**config.mk**
```make
export PLATFORM = sky130hd
export DESIGN_NAME = cache_mesi_home
export DESIGN_NICKNAME = d
export VERILOG_FILES = /design/src/rtl/cache_mesi_home.sv
export SDC_FILE = /design/constraint.sdc
export NUM_CORES = 1
export LEC_CHECK = 0
export CAP_MARGIN = 20
export CELL_PAD_IN_SITES_DETAIL_PLACEMENT = 2
export CELL_PAD_IN_SITES_GLOBAL_PLACEMENT = 2
export CORE_UTILIZATION = 43
export CTS_CLUSTER_DIAMETER = 150
export CTS_CLUSTER_SIZE = 30
export DETAILED_ROUTE_END_ITERATION = 8
export GPL_TIMING_DRIVEN = 0
export HOLD_SLACK_MARGIN = 0.03
export PLACE_DENSITY_LB_ADDON = 0.1
export REMOVE_ABC_BUFFERS = 1
export SYNTH_ARGS = -nofsm -noshare
export SYNTH_HDL_FRONTEND = slang
export SYNTH_SLANG_ARGS = --single-unit
```
**constraint.sdc**
```tcl
create_clock -name clk -period 7.3 [get_ports clk]
set_input_delay 1.095 -clock clk [delete_from_list [all_inputs] [get_ports clk]]
set_output_delay 1.095 -clock clk [all_outputs]
set_load 0.01 [all_outputs]
```
**src/rtl/cache_mesi_home.sv**
```systemverilog
// Home-side MESI directory: per-line state/owner/sharers, recalls conflicting copies with FORCE_EVICT snoops.
// Latency: response 1 cycle after acceptance without recall; each recall adds snoop handshake plus ack.
// Backpressure: one transaction in flight, req_ready low while busy; resp/snp held stable until ready.
// Optional feature macro: CACHE_MESI_HOME_UPGRADE_PROMOTE_EN (UPGRADE from a non-sharer becomes MODIFIED).
module cache_mesi_home #(
  parameter int PORTS       = 2,
  parameter int INDEX_WIDTH = 4,
  localparam int ID_WIDTH   = $clog2(PORTS)
) (
  input  logic                   clk,
  input  logic                   rst,
  input  logic                   req_valid,
  output logic                   req_ready,
  input  logic [ID_WIDTH-1:0]    req_id,
  input  logic [INDEX_WIDTH-1:0] req_index,
  input  logic [2:0]             req_op,
  output logic                   resp_valid,
  input  logic                   resp_ready,
  output logic [ID_WIDTH-1:0]    resp_id,
  output logic [INDEX_WIDTH-1:0] resp_index,
  output logic [2:0]             resp_op,
  output logic                   snp_valid,
  input  logic                   snp_ready,
  output logic [ID_WIDTH-1:0]    snp_id,
  output logic [INDEX_WIDTH-1:0] snp_index,
  output logic [2:0]             snp_op,
  input  logic                   ack_valid,
  output logic                   ack_ready,
  input  logic [ID_WIDTH-1:0]    ack_id,
  input  logic [2:0]             ack_op,
  output logic                   wb_pulse,
  output logic                   ack_error
);
  // Shared encoding of cache_mesi_request_t / cache_mesi_response_t
  localparam logic [2:0] OP_REJECT            = 3'd0;
  localparam logic [2:0] OP_SHARED            = 3'd1;
  localparam logic [2:0] OP_MODIFIED          = 3'd2;
  localparam logic [2:0] OP_UPGRADE           = 3'd3;
  localparam logic [2:0] OP_NORMAL_EVICT      = 3'd4;
  localparam logic [2:0] OP_NORMAL_EVICT_DATA = 3'd5;
  localparam logic [2:0] OP_FORCE_EVICT       = 3'd6;
  localparam int LINES = 1 << INDEX_WIDTH;

  typedef enum logic [1:0] {L_INVALID, L_SHARED, L_MODIFIED} line_state_e;
  typedef enum logic [1:0] {S_IDLE, S_RECALL_ISSUE, S_RECALL_WAIT, S_RESPOND} fsm_e;

  line_state_e         dir_state_q   [LINES];
  logic [ID_WIDTH-1:0] dir_owner_q   [LINES];
  logic [PORTS-1:0]    dir_sharers_q [LINES];

  fsm_e                   state_q, state_d;
  logic [ID_WIDTH-1:0]    id_q;
  logic [INDEX_WIDTH-1:0] index_q;
  logic [2:0]             grant_q;
  logic [PORTS-1:0]       pending_q;
  logic                   fin_we_q;
  line_state_e            fin_state_q;
  logic [ID_WIDTH-1:0]    fin_owner_q;
  logic [PORTS-1:0]       fin_sharers_q;
  logic                   wb_q, ack_err_q;

  // Request-time directory lookup results
  line_state_e         cur_state;
  logic [ID_WIDTH-1:0] cur_owner;
  logic [PORTS-1:0]    cur_sharers, r_bit;
  logic [2:0]          grant_d;
  logic [PORTS-1:0]    pend_d, fsh_d;
  logic                we_d;
  line_state_e         fst_d;
  logic [ID_WIDTH-1:0] fown_d;
  // Recall target
  logic [ID_WIDTH-1:0] snp_tgt;
  logic [PORTS-1:0]    tgt_bit, pend_left;
  logic                ack_hit;

  // Grant decision and final directory entry for the incoming request
  always_comb begin
    cur_state   = dir_state_q[req_index];
    cur_owner   = dir_owner_q[req_index];
    cur_sharers = dir_sharers_q[req_index];
    r_bit       = PORTS'(1) << req_id;
    grant_d     = OP_REJECT;
    pend_d      = '0;
    we_d        = 1'b0;
    fst_d       = cur_state;
    fown_d      = cur_owner;
    fsh_d       = cur_sharers;
    case (req_op)
      OP_SHARED: begin
        if (!(cur_state == L_MODIFIED && cur_owner == req_id)) begin
          if (cur_state == L_MODIFIED) pend_d = PORTS'(1) << cur_owner;
          grant_d = OP_SHARED;
          we_d    = 1'b1;
          fst_d   = L_SHARED;
          fsh_d   = (cur_sharers & ~pend_d) | r_bit;
        end
      end
      OP_MODIFIED: begin
        pend_d  = cur_sharers & ~r_bit;
        grant_d = OP_MODIFIED;
        we_d    = 1'b1;
        fst_d   = L_MODIFIED;
        fown_d  = req_id;
        fsh_d   = r_bit;
      end
      OP_UPGRADE: begin
        if (cur_state == L_SHARED && (cur_sharers & r_bit) != '0) begin
          pend_d  = cur_sharers & ~r_bit;
          grant_d = OP_UPGRADE;
          we_d    = 1'b1;
          fst_d   = L_MODIFIED;
          fown_d  = req_id;
          fsh_d   = r_bit;
        end
`ifdef CACHE_MESI_HOME_UPGRADE_PROMOTE_EN
        else begin
          // Stale upgrader lost its copy: hand it a full MODIFIED grant so it refetches
          pend_d  = cur_sharers & ~r_bit;
          grant_d = OP_MODIFIED;
          we_d    = 1'b1;
          fst_d   = L_MODIFIED;
          fown_d  = req_id;
          fsh_d   = r_bit;
        end
`endif
      end
      OP_NORMAL_EVICT: begin
        if (cur_state == L_SHARED && (cur_sharers & r_bit) != '0) begin
          grant_d = OP_NORMAL_EVICT;
          we_d    = 1'b1;
          fsh_d   = cur_sharers & ~r_bit;
          fst_d   = ((cur_sharers & ~r_bit) == '0) ? L_INVALID : L_SHARED;
        end
      end
      OP_NORMAL_EVICT_DATA: begin
        if (cur_state == L_MODIFIED && cur_owner == req_id) begin
          grant_d = OP_NORMAL_EVICT_DATA;
          we_d    = 1'b1;
          fst_d   = L_INVALID;
          fsh_d   = '0;
        end
      end
      default: ;
    endcase
  end

  // Lowest set bit of the pending recall set is the next snoop target
  always_comb begin
    snp_tgt = '0;
    for (int i = PORTS - 1; i >= 0; i--) begin
      if (pending_q[i]) snp_tgt = ID_WIDTH'(i);
    end
    tgt_bit   = PORTS'(1) << snp_tgt;
    pend_left = pending_q & ~tgt_bit;
    ack_hit   = ack_valid && (ack_id == snp_tgt);
  end

  // FSM next state and handshake outputs; everything idles low while rst is high
  always_comb begin
    state_d    = state_q;
    req_ready  = 1'b0;
    snp_valid  = 1'b0;
    ack_ready  = 1'b0;
    resp_valid = 1'b0;
    case (state_q)
      S_IDLE: begin
        req_ready = !rst;
        if (req_valid) state_d = (pend_d != '0) ? S_RECALL_ISSUE : S_RESPOND;
      end
      S_RECALL_ISSUE: begin
        snp_valid = !rst;
        if (snp_ready) state_d = S_RECALL_WAIT;
      end
      S_RECALL_WAIT: begin
        ack_ready = !rst;
        if (ack_hit) state_d = (pend_left != '0) ? S_RECALL_ISSUE : S_RESPOND;
      end
      S_RESPOND: begin
        resp_valid = !rst;
        if (resp_ready) state_d = S_IDLE;
      end
      default: state_d = S_IDLE;
    endcase
  end

  assign resp_id    = id_q;
  assign resp_index = index_q;
  assign resp_op    = grant_q;
  assign snp_id     = snp_tgt;
  assign snp_index  = index_q;
  assign snp_op     = snp_valid ? OP_FORCE_EVICT : OP_REJECT;
  assign wb_pulse   = wb_q;
  assign ack_error  = ack_err_q;

  // State register, transaction capture, recall bookkeeping and directory writes
  always_ff @(posedge clk) begin
    if (rst) begin
      state_q       <= S_IDLE;
      id_q          <= '0;
      index_q       <= '0;
      grant_q       <= OP_REJECT;
      pending_q     <= '0;
      fin_we_q      <= 1'b0;
      fin_state_q   <= L_INVALID;
      fin_owner_q   <= '0;
      fin_sharers_q <= '0;
      wb_q          <= 1'b0;
      ack_err_q     <= 1'b0;
      for (int i = 0; i < LINES; i++) begin
        dir_state_q[i]   <= L_INVALID;
        dir_owner_q[i]   <= '0;
        dir_sharers_q[i] <= '0;
      end
    end else begin
      state_q   <= state_d;
      wb_q      <= 1'b0;
      ack_err_q <= 1'b0;
      if (state_q == S_IDLE && req_valid) begin
        id_q          <= req_id;
        index_q       <= req_index;
        grant_q       <= grant_d;
        pending_q     <= pend_d;
        fin_we_q      <= we_d;
        fin_state_q   <= fst_d;
        fin_owner_q   <= fown_d;
        fin_sharers_q <= fsh_d;
        wb_q          <= (grant_d == OP_NORMAL_EVICT_DATA);
        if (pend_d == '0 && we_d) begin
          dir_state_q[req_index]   <= fst_d;
          dir_owner_q[req_index]   <= fown_d;
          dir_sharers_q[req_index] <= fsh_d;
        end
      end
      if (state_q == S_RECALL_WAIT && ack_valid) begin
        if (ack_hit) begin
          pending_q <= pend_left;
          wb_q      <= (ack_op == OP_NORMAL_EVICT_DATA);
          if (pend_left == '0 && fin_we_q) begin
            dir_state_q[index_q]   <= fin_state_q;
            dir_owner_q[index_q]   <= fin_owner_q;
            dir_sharers_q[index_q] <= fin_sharers_q;
          end else begin
            dir_sharers_q[index_q] <= dir_sharers_q[index_q] & ~tgt_bit;
          end
        end else begin
          ack_err_q <= 1'b1;
        end
      end
    end
  end
endmodule

```
==> results of run 1 <==
[through the flow]
stage	area [um^2]	setup slack, ps
after global placement	6590	419
final	7060	1630
after CTS	7010	1310
after global routing	7060	1440
after floorplan	5990	3210
after detailed placement	6690	967
[metal layers]
metal | GRT usage, % | up-vias
met2 | 53.5 | 204
li1 | - | 2277
met1 | 39.1 | 2678
met4 | 13.0 | 0
met3 | 5.99 | 52
met5 | 0 | -
[worst max-delay path, cell delays in order]
cell and delay [ps]:
clkdlybuf4s50_1 730, buf_8 320, nor2b_1 410, a22o_1 360, or3_1 180, and4_1 350
o21ai_2 160, a22oi_2 1050, a31oi_4 400, o21ai_0 580
[how the worst max path moves through the flow]
stage / cells past startpoint / from / slack [ps] / end
floorplan: 8 / req_index[2] / 3210 / dir_owner_q[13]
CTS: 9 / req_index[1] / 1310 / dir_owner_q[1]
global route: 10 / req_index[2] / 1440 / dir_owner_q[1]
global placement: 5 / rst / 420 / dir_owner_q[8]
detailed placement: 9 / req_index[1] / 970 / dir_owner_q[1]
finish: 10 / req_index[2] / 1630 / dir_owner_q[1]
[layout make-up]
class	instances	area (um^2)	share of cell area [%]
clock buffer	9	225	3.19
sequential	104	2880	40.8
tap	180	225	3.19
timing repair buffer	49	508	7.19
clock inverter	7	93.8	1.33
inverter	9	33.8	0.478
antenna	1	2.50	0.0354
multi-input combinational	434	3090	43.8
[sequential cells by signal, indices dropped and copies added, names as in the netlist, 2 cells and up, named ones only]
register / count
dir_sharers_q: 32
dir_state_q: 32
dir_owner_q: 16
resp_index: 4
resp_op: 3
fin_sharers_q: 2
fin_state_q: 2
pending_q: 2
state_q: 2
[where the power goes]
part | leakage [nW] | internal [W] | switching [W]
clock network | 0.153 | 0.000277 | 0.000265
logic | 1.12 | 0.000102 | 0.000173
registers | 1.01 | 0.000663 | 0.0000270
total | 2.28 | 0.00104 | 0.000465
[logic make-up after synthesis]
group | count (synthesis)
muxes | 54
DFF | 104
buffers and inverters | 58
AOI/OAI and AO/OA | 149
xor gates and xnor gates | 2
other | 1
adders and majority gates | 1
and+or+nand+nor | 227
[synthesized netlist by cell type, types with 5 or more instances]
cell      number  share of area [%]
a22oi_1        6               0.72
a211oi_1       5               0.60
edfxtp_1      80                 38
mux2i_1       18                2.9
nor2_1        68                4.1
nor3_1        43                3.4
a31oi_4        8                2.7
o21ai_0       25                2.0
mux4_2        22                7.9
a21oi_1       56                4.5
nand3_1       26                2.1
dfxtp_1       24                7.7
nor2b_1        7               0.70
inv_1          7               0.42
clkbuf_1      25                1.5
a31oi_1        7               0.70
nand2b_1       6               0.60
and3_1         6               0.60
buf_2          5               0.40
mux2_2        12                2.2
buf_4         14                1.7
nand2_1       44                2.6
==> metrics.yaml, run 1 <==
status:
  outcome: "completed"
critical_path:
  arrival_ps: 5680
  critPathKind: "input pin to flip-flop"
  r2r_setup_slack_ps: 3090
  path_max_fanout: 17
  worstRegToRegCells: 7
  reg2reg_from: "dir_owner_q[5]"
  r2r_end: "dir_owner_q[1]"
  cp.required_ps: 7310
  end_kind: "flip-flop"
  cp-start-kind: "input pin"
yosys:
  synthesis.area_um2: 6260
  synth_area_per_cell_um2: 10.5
  syn_inst: 596
  synth_top_family_by_area: "simple AND/OR/NAND/NOR gates"
  synth-edff-count: 80
  synth_flop_cell: "edfxtp_1"
  synth-simple-area-share_pct: 17.8
  synth-seq-cells: 104
  synthArstFlopShare_pct: 0
  synth_mux_area_share_pct: 13.4
  synth_seq_area_share_pct: 46.0
  synth_adder_area_share_pct: 0.160
  synth_cell_types: 72
  synth-compound-area-share_pct: 17.4
  synth_xor_area_share_pct: 0.280
  ys_warn_count: 0
power:
  power.leakage_nw: 2.28
  peakVddDrop_mv: 0.124
  power.total_w: 0.00151
  p_per_area_nw_per_um2: 213
placed_design:
  dp_hpwl_um: 16000
  dp.cells: 772
  port_buffers: 38
  gp_congestion: 0.859
timing:
  tightest_slew_ps: 1310
  rsz0062_at_grt: "false"
  finalClockSkew_ps: 12.4
  finalHoldViolCount: 0
  max-slew-margin-rel_pct: 12.6
  period_minus_slack_ps: 5670
  setup_viol: 0
  fmax_mhz: 176
  fin_tns_setup_ps: 0
  fin_crit_sh_pct: 77.6
  drv_slew: 0
  holdWs_ps: 459
clocking:
  cts_resized: 0
  cts_made_buffers: 9
  cts_setup_buffers: 0
  insertion_delay_ps: 380
  cts_tree: "built"
  htree_levels: 3
  cts_hold_buf: 0
  cts_buffer_depth: 2
  cts.sinks: 104
  cts-root-buf: "clkbuf_16"
  path_clk_slew_ps: 80
detailed_routing:
  met2_length_um: 11300
  wl_met3_um: 1300
  vias: 5211
  route.final.wire_length_um: 22200
  top_layer_used: "met4"
  drcViolationCount: 0
  ant_nets: 0
  avgViaCountPerCell: 6.57
  wl_met1_um: 8990
  first_iter_violations: 500
  dr.pass1.iters: 5
  wl_per_cell_um: 28.1
grt:
  grt_pass1_wl_um: 34000
  track_usage_pct: 31.5
  grt_max_degree: 29
  grt_pass1_vias: 5698
  antenna_found_initial: 1
  overflow: 0
final_layout:
  layout_common_cells: "edfxtp_1, nor2_1, a21oi_1"
  nFillCells: 1441
  drive_above_1_share_pct: 15.8
  layout.nets: 625
  fin_cells: 793
  postLayoutCoreUtil_pct: 50.3
  area_growth_pct: 12.8
  final_common_cell: "edfxtp_1"
die:
  die_h_um: 123
  initial_core_util_pct: 44.6
  die-area_um2: 15100
  die_w_um: 123
  ios: 40
  rows: 43
  core-area_um2: 14000
min_path:
  min_path_type: "flip-flop to flip-flop"
  hold_path_end: "resp_op[0]"
  worstHoldStart: "resp_op[0]"
  worstHoldPathCells: 2
run:
  maxCapViolations: 0
Power figures use the tool's default switching activity.
==> run 2: changes to the inputs <==
- CORE_UTILIZATION: 43 -> 40
- clock period: 7.3 -> 5.49 ns (I/O delays scaled with it)
==> run 2 against run 1 <==
Non-clock buffer count is 5 higher. Combinational power up 32%. Sequential power rose by 33%. Core utilization decreased by 3.7 points. Design area grew 0.62%. Largest cell class unchanged. Count of clock-buffer cells in the layout increased by 1. Hold slack worse by 0.50 ps. Clock power grew 13%. Setup slack got worse by 1200 ps. Routed wire length shrank 7.6%. Critical path depth decreased by 2. Final cell count is 4.4% higher.
==> metrics.yaml, run 2 (synthesized netlist as in run 1, its figures left out) <==
power:
  p_sw_w: 0.000563  # +21%
  power.leakage_nw: 2.29  # +0.44%
  share_comb_of_total_power_pct: 19.2  # +0.9 points
  p_per_area_nw_per_um2: 266  # +25%
  power_frac_seq_pct: 48.4  # +2.6 points
  p_clk_share_pct: 32.5  # -3.4 points
  peakVddDrop_mv: 0.196  # +58%
  p_sw_share_pct: 29.8  # -1.1 points
  internal_power_w: 0.00133  # +27%
detailed_routing:
  ant_nets: 0  # unchanged
  vias: 5050  # -3.1%
  drcViolationCount: 0  # unchanged
  wl_per_cell_um: 24.8  # -11%
  route.final.wire_length_um: 20600  # -7.6%
  dr.pass1.iters: 5  # unchanged
  avgViaCountPerCell: 6.10  # -7.2%
  first_iter_violations: 462  # -7.6%
final_layout:
  fin_cells: 828  # +4.4%
  postLayoutCoreUtil_pct: 46.6  # -3.7 points
  nFillCells: 1559  # +8.2%
  drive_above_1_share_pct: 16.0  # +0.20 points
  multi_input_area_um2: 3090  # -0.20%
  layout_common_cells: "edfxtp_1, nor2_1, a21oi_1"
  layout.nets: 630  # +0.80%
  seq_area_um2: 2880  # unchanged
  diodes: 0  # -1
  top_regs: "dir_sharers_q x32, dir_state_q x32, dir_owner_q x16"
  final_common_cell: "edfxtp_1"
  area_growth_pct: 13.5
run:
  maxCapViolations: 0  # unchanged
clocking:
  cts_hold_buf: 0  # unchanged
  htree_levels: 3  # unchanged
  cts.sinks: 104  # unchanged
  cts_made_buffers: 9  # unchanged
  cts_buffer_depth: 2  # unchanged
  path_clk_slew_ps: 70  # about the same
  insertion_delay_ps: 360  # -20 ps
  cts_tree: "built"
  cts-root-buf: "clkbuf_16"
timing:
  period_minus_slack_ps: 5030
  drv_slew: 0  # unchanged
  fin_crit_sh_pct: 91.5
  finalHoldViolCount: 0  # unchanged
  fin_tns_setup_ps: 0  # unchanged
  setup_viol: 0  # unchanged
  finalClockSkew_ps: 8.63  # -3.77 ps
  rsz0062_at_grt: "false"
  fmax_mhz: 199
  max-slew-margin-rel_pct: 36.8  # +24 points
  tightest_slew_ps: 945  # -365 ps
critical_path:
  end_kind: "flip-flop"
  cp.required_ps: 5480  # -1830 ps
  critPathKind: "input pin to flip-flop"
  cp-start-kind: "input pin"
  worstRegToRegCells: 8  # +1
  reg2reg_from: "pending_q[1]"
  arrival_ps: 5020  # -660 ps
  r2r_end: "dir_state_q[10][0]"
  path_max_fanout: 22  # +5
  r2r_setup_slack_ps: 1650  # -1440 ps
min_path:
  hold_path_end: "resp_id"
  worstHoldPathCells: 2  # unchanged
  min_path_type: "flip-flop to flip-flop"
  worstHoldStart: "resp_id"
die:
  die_w_um: 127  # +3.6%
  die_h_um: 127  # +3.6%
  rows: 45  # +4.7%
  core-area_um2: 15300  # +8.7%
  initial_core_util_pct: 41.0  # -3.6 points
  die-area_um2: 16200  # +7.4%
  ios: 40  # unchanged
grt:
  track_usage_pct: 27.2  # -4.3 points
  grt_max_degree: 29  # unchanged
  antenna_found_initial: 0  # -1
  grt_pass1_vias: 5472  # -4.0%
  overflow: 0  # unchanged
  grt_pass1_wl_um: 32300  # -5.1%
placed_design:
  gp_congestion: 0.872  # +1.4%
  dp_hpwl_um: 15300  # -4.2%
  dp.cells: 805  # +4.3%
  port_buffers: 38  # unchanged
status:
  outcome: "completed"
[run 2: cell types whose count changed in the layout (fill, tap and decap cells not counted), sizes merged]
cell,previous run,this run
buf,12,17
clkinvlp,1,2
clkinv,3,5
inv,11,8
bufinv,1,0
diode,1,0
clkbuf,9,10
[run 2: cell type report]
type	count	share of cell area, %
repair buffers	54	8.11
multi-input cells	434	43.4
clock buffers	10	3.22
clock inverters	6	0.493
well taps	211	3.71
flip-flops and latches	104	40.6
inverters	9	0.475
[run 2: power by group through the flow]
stage | registers (W) | logic (W) | clock network (W)
final | 0.000915 | 0.000362 | 0.000614
after global placement | 0.000927 | 0.000325 | 0
after detailed placement | 0.000931 | 0.000352 | 0
after global routing | 0.000919 | 0.000389 | 0.000646
after CTS | 0.000914 | 0.000361 | 0.000621
after floorplan | 0.000920 | 0.000202 | 0
[run 2: critical path, cell delays in order]
cell and delay (ps):
clkdlybuf4s50_1 1090, clkinv_1 680, nor3_4 440, o21ai_1 160, o32ai_2 430, a221o_4 460, a31oi_4 280, o21ai_0 620
[run 2: worst max path at each step]
| stage | cells after the start | end | slack, ps | startpoint |
|---|---|---|---|---|
| floorplan | 8 | dir_owner_q[13] | 1670 | req_index[2] |
| global placement | 5 | dir_owner_q[10] | -780 | rst |
| detailed placement | 10 | dir_owner_q[10] | -420 | req_index[2] |
| CTS | 8 | dir_state_q[10][0] | 470 | req_index[3] |
| global route | 8 | dir_state_q[10][0] | 260 | req_index[3] |
| finish | 8 | dir_state_q[10][0] | 460 | req_index[3] |
[run 2: what timing repair did]
| action | in CTS | in global routing |
|---|---|---|
| buffers inserted | 5 | 0 |
| resized for setup | 0 | 0 |
| endpoints found under the setup margin | 3 | 0 |
| endpoints found under the hold margin | 0 | 0 |
[run 2: stage by stage]
step | hold slack (ps) | total power [W] | instance area [um^2] | worst slack (ps)
5_1_grt | 495 | 0.00195 | 7110 | 264
6_report | 459 | 0.00189 | 7110 | 465
4_1_cts | 464 | 0.00190 | 7090 | 469
3_5_place_dp | 455 | 0.00128 | 6770 | -417
2_1_floorplan | 430 | 0.00112 | 5990 | 1670
3_3_place_gp | 443 | 0.00125 | 6630 | -776
[run 2: layer usage]
layer	track usage (%)	share of wire, %
met5	0	0
met3	3.27	3.8
met1	35.0	44
met2	47.2	50
met4	9.73	2.2
